$ cat src/rtl/ysq_seq_squarer_pkg.sv
// Shared types and sizes for the sequential shift-add squarer.
package ysq_pkg;

    typedef enum logic [1:0] {
        IDLE = 2'd0,
        CALC = 2'd1,
        DONE = 2'd2
    } state_t;

    localparam int YSQ_WIDTH = 8;
    localparam int RES_W     = 2 * YSQ_WIDTH;

endpackage

$ cat src/rtl/ysq_seq_squarer_shift_add.sv
// Shift-add datapath: multiplicand, multiplier shift register, accumulator and
// bit counter. acc_next is the accumulator including the current bit's
// partial product, so the controller can capture the final sum on the last step.
module ysq_shift_add
    import ysq_pkg::*;
#(
    parameter int WIDTH = YSQ_WIDTH
) (
    input  logic               clk,
    input  logic               rst_n,
    input  logic               load,
    input  logic               step,
    input  logic [WIDTH-1:0]   x_in,
    output logic [2*WIDTH-1:0] acc_next,
    output logic               last
);

    // Counter must reach WIDTH-1 without wrapping; one bit minimum for WIDTH==1.
    localparam int CW = (WIDTH > 1) ? $clog2(WIDTH) : 1;

    logic [2*WIDTH-1:0] mcand;
    logic [WIDTH-1:0]   mplier;
    logic [2*WIDTH-1:0] acc;
    logic [CW-1:0]      cnt;

    // Partial product for the current multiplier bit, added into the running sum.
    always_comb begin
        acc_next = acc;
        if (mplier[0]) begin
            acc_next = acc + (mcand << cnt);
        end
    end

    assign last = (cnt == CW'(WIDTH - 1));

    // Load operand on accept, then consume one multiplier bit per step.
    always_ff @(posedge clk) begin
        if (!rst_n) begin
            mcand  <= '0;
            mplier <= '0;
            acc    <= '0;
            cnt    <= '0;
        end else if (load) begin
            mcand  <= {{WIDTH{1'b0}}, x_in};
            mplier <= x_in;
            acc    <= '0;
            cnt    <= '0;
        end else if (step) begin
            acc    <= acc_next;
            mplier <= mplier >> 1;
            cnt    <= cnt + 1'b1;
        end
    end

endmodule

$ cat src/rtl/ysq_seq_squarer.sv
// Sequential squarer top: IDLE/CALC/DONE controller, held result register and
// byte-select output mux around the shift-add datapath.
module ysq_seq_squarer
    import ysq_pkg::*;
#(
    parameter int WIDTH = YSQ_WIDTH
) (
    input  logic               clk,
    input  logic               rst_n,
    input  logic [WIDTH-1:0]   x_in,
    input  logic               start,
    input  logic               out_sel,
    output logic               busy,
    output logic               done,
    output logic [2*WIDTH-1:0] y,
    output logic [7:0]         y_byte
);

    state_t             state;
    logic               load;
    logic               step;
    logic               last;
    logic [2*WIDTH-1:0] acc_next;
    logic [2*WIDTH+15:0] y_ext;

    // start is only honoured in IDLE; anything arriving while busy is dropped.
    assign load = (state == IDLE) && start;
    assign step = (state == CALC);

    ysq_shift_add #(.WIDTH(WIDTH)) u_dp (
        .clk      (clk),
        .rst_n    (rst_n),
        .load     (load),
        .step     (step),
        .x_in     (x_in),
        .acc_next (acc_next),
        .last     (last)
    );

    // Controller with registered busy/done; y captures the final sum on the last step.
    always_ff @(posedge clk) begin
        if (!rst_n) begin
            state <= IDLE;
            busy  <= 1'b0;
            done  <= 1'b0;
            y     <= '0;
        end else begin
            case (state)
                IDLE: begin
                    done <= 1'b0;
                    if (start) begin
                        state <= CALC;
                        busy  <= 1'b1;
                    end
                end
                CALC: begin
                    if (last) begin
                        state <= DONE;
                        done  <= 1'b1;
                        y     <= acc_next;
                    end
                end
                DONE: begin
                    state <= IDLE;
                    busy  <= 1'b0;
                    done  <= 1'b0;
                end
                default: begin
                    state <= IDLE;
                    busy  <= 1'b0;
                    done  <= 1'b0;
                end
            endcase
        end
    end

    // Zero-extend so the high byte select stays legal for narrow WIDTH.
    assign y_ext  = {16'b0, y};
    assign y_byte = out_sel ? y_ext[15:8] : y_ext[7:0];

endmodule

$ cat config.mk
export PLATFORM = sky130hd
export DESIGN_NAME = ysq_seq_squarer
export DESIGN_NICKNAME = d
export VERILOG_FILES = /design/src/rtl/ysq_seq_squarer_pkg.sv /design/src/rtl/ysq_seq_squarer_shift_add.sv /design/src/rtl/ysq_seq_squarer.sv
export SDC_FILE = /design/constraint.sdc
export NUM_CORES = 1
export LEC_CHECK = 0
export CAP_MARGIN = 20
export CORE_MARGIN = 5
export CORE_UTILIZATION = 30
export CTS_CLUSTER_DIAMETER = 60
export DETAILED_ROUTE_END_ITERATION = 8
export HOLD_SLACK_MARGIN = 0.05
export SETUP_SLACK_MARGIN = 0.05
export SLEW_MARGIN = 20
export SYNTH_ARGS = -nofsm -noshare
export SYNTH_HDL_FRONTEND = slang
export SYNTH_HIERARCHICAL = 1
export SYNTH_SLANG_ARGS = --single-unit
$ cat constraint.sdc
create_clock -name clk -period 2.9 [get_ports clk]
set_input_delay 0.725 -clock clk [delete_from_list [all_inputs] [get_ports clk]]
set_output_delay 0.725 -clock clk [all_outputs]
set_load 0.03 [all_outputs]
# Yosys cells after proc, flatten, opt, wreduce, memory -nomap -nowiden
# Index checks and enable logic that the tools add are counted.
# word_totals
ram_bits	0
n_memories	0
in_bits	12
wordCells	34
latchBits	0
output_inout_bits	26
register_bits	55
mem_bits_ro	0
# classes
div_mod_pow	0
n_lt_le_gt_ge	0
eq_ne	4
add_sub_neg	2
n_mul	0
n_mux	9
shifts	1
bitwise_logic	2
reduce_logical	8
# ops
operator	count
8-bit 2-to-1 mux	3
16-bit adder	1
16-bit 2-to-1 mux	1
8-bit by 3-bit left shift with 16-bit output	1
2-bit AND reduction	4
2-bit 2-to-1 mux	2
2-bit case mux with 2 select lines	1
3-bit by 1-bit adder with 3-bit output, second input constant	1
3-bit == test, second input constant	1
2-bit by 1-bit == test with 1-bit output, second input constant	1
2-bit zero test	1
2-bit by 1-bit inequality test with 1-bit output, second input constant	1
2-bit inequality test, second input constant	1
1-bit NOT	2
1-bit case mux with 2 select lines	1
2-bit nonzero test	1
2-bit OR reduction	1
1-bit logical AND	1
1-bit 2-to-1 mux	1

# Depth between registers and ports, before layout
# logic_depth
depth_word	3
depth_mapped	15
depth_no_buf	14

# By module
# Netlist, hierarchy kept.
# by_module_without_submodules
module	seq_area_each_um2	cells_each	instances	area_each_um2
ysq_shift_add	700.7	309	1	2615.0
ysq_seq_squarer	400.4	95	1	903.4

# Worst setup path after synthesis
# No wires, ideal clock.
# synth_path
kind	reg-to-reg
start	register u_dp.cnt[0]
end	register y[12]
slack_ns	-0.042
path_stages_with_launch	15
required_time_ns	2.782
path_buffers	2
synth_period_minus_slack_ns	2.942
arrival_ns	2.824
setup_time_ns	0.118
path_cell_list	dfxtp_1 -> clkbuf_1 -> clkbuf_1 -> nand2b_1 -> nor3_1 -> ha_1 -> fa_1 -> a211oi_2 -> o211ai_1 -> nand2_1 -> o21ai_1 -> xor2_1 -> mux2_2 -> nand2_1 -> mux2i_1
# synth_via
elab_chain_len	3
word_cells_on_any_way	5
classes_between	add/sub: 1; eq/ne: 1; shift: 1; mux: 1; reduce/logical: 1
# synth_rtl
element	line_no	text
start: declaration	ysq_seq_squarer_shift_add.sv:24	logic [CW-1:0] cnt;
start signal: assignment	ysq_seq_squarer_shift_add.sv:51	cnt <= cnt + 1'b1;
8-bit by 3-bit left shift with 16-bit output	ysq_seq_squarer_shift_add.sv:30	acc_next = acc + (mcand << cnt);
16-bit adder	ysq_seq_squarer_shift_add.sv:30	
16-bit 2-to-1 mux	ysq_seq_squarer_shift_add.sv:29	if (mplier[0]) begin
via acc_next[12]	ysq_seq_squarer.sv:23	logic [2*WIDTH-1:0] acc_next;
end signal: assignment	ysq_seq_squarer.sv:60	y <= acc_next;
end: declaration	ysq_seq_squarer.sv:15	output logic [2*WIDTH-1:0] y,
# The timed path passes the listed nets, and every way through them passes these cells.
# A chain may end at the register's enable or synchronous reset.

# Final worst setup path
# layout_path
start	register u_dp.cnt[1]
end	register y[9]
# Same word-level chain as after synthesis.

==> metrics.md <==
| Metric | Value |
|---|---|
| RSZ-0062 raised after global routing | `yes` |
| Setup Viol. Count Final | `0` |
| CORE AREA | `11500 um^2` |
| Crit-path leading delay family | `multiplexers` |
| Worst Path Buf+Inv | `2` |
| Via Count | `2955` |
| Antenna-violating nets left | `0` |
| Fraction of registers with async set or reset after synthesis | `0%` |
| Main synth FF type | `dfxtp_1` |
| Die ar. | `14000 um^2` |
| Commonest non-fill, non-tap cell in the layout | `nand2_1` |
| Largest net degree at the start of global routing | `35` |
| Max stage delay cell, worst path | `dfxtp_4` |
| Share of cells above drive strength 1 | `21.3%` |
| Area Overhead vs Synth | `26.6%` |
| Pleak | `1.84 nW` |
| Syn avg cell area | `8.71 um^2` |
| Post-DP HPWL | `around 6.4 mm` |
| Global Route Usage Sum | `11.7%` |
| Initial Utilization | `a little under a third` |
| Initial antenna violation count | `0` |
| Mapped cell area | `3520 um^2` |
| Register area share after synthesis | `31.3%` |
| Critical path cell sequence | `buf_6 -> mux2i_4 -> mux2_4 -> o22ai_1 -> ha_1 -> o211ai_1 -> nand2_1 -> buf_4 -> a41oi_1 -> xnor2_1 -> mux2_2 -> nand2_1 -> mux2i_1` |
| Final slew viol count | `0` |
| CP Capture Type | `flip-flop` |
| IO Pins | `38` |
| Sw frac | `about a quarter` |
| Layout Skew | `3.61 ps` |
| Die width | `118 um` |
| Die Ht | `118 um` |
| Crit-path max FO | `4` |
| Most frequent cells in the layout | `nand2_1, dfxtp_1, mux2i_1` |
| Final Cycle Share | `96.5%` |
| Gr ovfl total | `0` |
| Synth Register Bits | `55` |
| Wire per inst | `13.9 um` |
| Tightest Hold Check Type | `reg2reg` |
| P per Cell Area | `361 nW/um^2` |
| Worst hold margin | `462 ps` |
| Logic pwr share | `approximately an eighth` |
| Drt drc | `0` |
| Worst Tran Pin Value | `572 ps` |
| Seq pwr share | `roughly half` |
| Rows | `39` |
| Critical path arrival | `2970 ps` |
| Clk root buf | `clkbuf_16` |
| Hold violation count in the final report | `0` |
| Worst VDD drop | `259 uV` |
| First-pass GRT wire length | `about 14 mm` |
| Final nets | `484` |
| TritonCTS clock tree | `built` |
| Most used cell, CP | `nand2_1` |
| Port Buffers | `37` |
| Longest Clk Path Bufs | `2` |
| H-tree lvl count | `2` |
| Vias in the first global route | `2961` |
| CP Data Required Time | `3070 ps` |
| Post-synth EDFFs | `0` |
| Detailed Routing Iterations Pass 1 | `4` |
| Finished Cell Area | `about 4500 um^2` |
| Worst-skew pair later-pin latency | `290 ps` |
| Clock power frac | `37.5%` |
| Final GP Congestion | `just under 0.9` |
| Distinct cells, synth | `50` |
| Net Switching | `413 uW` |
| Flop-to-flop setup slack | `100 ps` |
| Mapped Nets | `between 400 and 500` |
| Outcome | `finished clean` |
| Initial drt markers | `117` |
| CTS buffer count | `5` |
| Minimum clock period | `2800 ps` |
| Fmax | `0.357 GHz` |
| CTS clk-pin slew, worst paths | `70 ps` |
| Cells after Synth | `a little over 400` |
| Ant. Diodes | `0` |
| DP Area | `4160 um^2` |
| WL final | `8.31 mm` |
| Clk sinks | `55` |
| Max stage delay on crit path | `approximately 360 ps` |
| Setup Crit Path Kind | `reg2reg` |
| Max-Cap Viols | `0` |
| Final design utilization | `about two fifths` |
| Max_slew headroom | `between 60% and 70%` |
| Ys Warns | `6` |
| Internal power | `1.20 mW` |
| Tot Pwr | `1.61 mW` |
| Routed vias/inst | `just under 5` |
| Crit start category | `flip-flop` |
[worst reg2reg max path: cells and delay by family, from the launching register on]
kind	cells	cell delay (ps)
multiplexers	4	810
AO/OA/AOI/OAI	3	620
flip-flops	1	360
buffers and inverters	2	300
adder cells (fa/ha/maj)	1	290
AND/OR/NAND/NOR	2	180
XOR/XNOR	1	120
[power groups by stage]
stage	Clock, mW	Sequential [mW]	Combinational [mW]
final	0.604	0.793	0.212
after global routing	0.643	0.797	0.234
after CTS	0.620	0.792	0.202
after floorplan	0	0.802	0.137
after detailed placement	0	0.809	0.200
after global placement	0	0.808	0.196
[logic make-up after synthesis]
kind of cell	Yosys count	synth area share (%)
xor gates and xnor gates	14	3.49
AOI/OAI and AO/OA	85	17.2
and+or+nand+nor	141	18.1
muxes	65	19.4
DFF	55	31.3
adders and majority gates	18	6.61
buffers and inverters	26	3.81
[per-layer routing]
metal	GRT usage (%)	part of all wire (%)
met5	0	0
met1	15.4	48
met2	19.5	47
met3	2.53	3.8
met4	2.58	1.7
[path summary, 6_finish.rpt]
path                                 start  depth (start not counted)                 to
setup reg to reg  u_dp/cnt[1]$_SDFFE_PP0P_                         13  y[9]$_SDFFE_PN0P_
hold / removal           busy$_SDFFE_PN0P_                          2  busy$_SDFFE_PN0P_
hold reg to reg          busy$_SDFFE_PN0P_                          2  busy$_SDFFE_PN0P_
setup / recovery  u_dp/cnt[1]$_SDFFE_PP0P_                         13  y[9]$_SDFFE_PN0P_
[Yosys cell counts (all sizes together), types with 3 or more instances]
cell type | instances | area [um^2]
a211oi | 3 | 27.5
a21boi | 9 | 67.6
a21o | 9 | 67.6
a21oi | 22 | 125
and2 | 10 | 62.6
buf | 11 | 77.6
clkbuf | 13 | 48.8
dfxtp | 55 | 1100
ha | 17 | 213
mux2 | 26 | 293
mux2i | 39 | 390
nand2 | 72 | 270
nand2b | 15 | 96.3
nand4 | 3 | 25.0
nor2 | 29 | 109
nor3 | 4 | 20.0
o211ai | 3 | 22.5
o21ai | 23 | 126
o22ai | 4 | 25.0
xnor2 | 11 | 96.3
xor2 | 3 | 26.3
[registers in the layout, indices dropped and copies added (netlist names)]
signal	cells
busy	1
u_dp/mplier	8
u_dp/cnt	3
done	1
state	2
u_dp/mcand	8
y	16
u_dp/acc	16
[through the flow]
| step | setup WS [ps] | cells | setup TNS [ps] |
|---|---|---|---|
| floorplan | 65.2 | 404 | 0 |
| detailed placement | -120 | 588 | -877 |
| global placement | -107 | 588 | -835 |
| global route | -29.8 | 598 | -29.8 |
| finish | 101 | 598 | 0 |
| CTS | 60.8 | 596 | 0 |
[repair_timing]
action                     CTS  global route
setup buffers                0             2
setup endpoints to repair   10             9
pin swaps                    2            14
hold buffers                 0             0
resized for setup           14            32
hold endpoints to repair     0             0
[layout make-up]
type	instances	area, um^2
multi-input cells	323	2410
flip-flops and latches	55	1110
fillers	1153	7010
clock inverters	3	18.8
clock buffers	5	125
repair buffers	67	602
inverters	2	7.51
well taps	143	179
No activity file was read; power rests on OpenSTA's default activity.
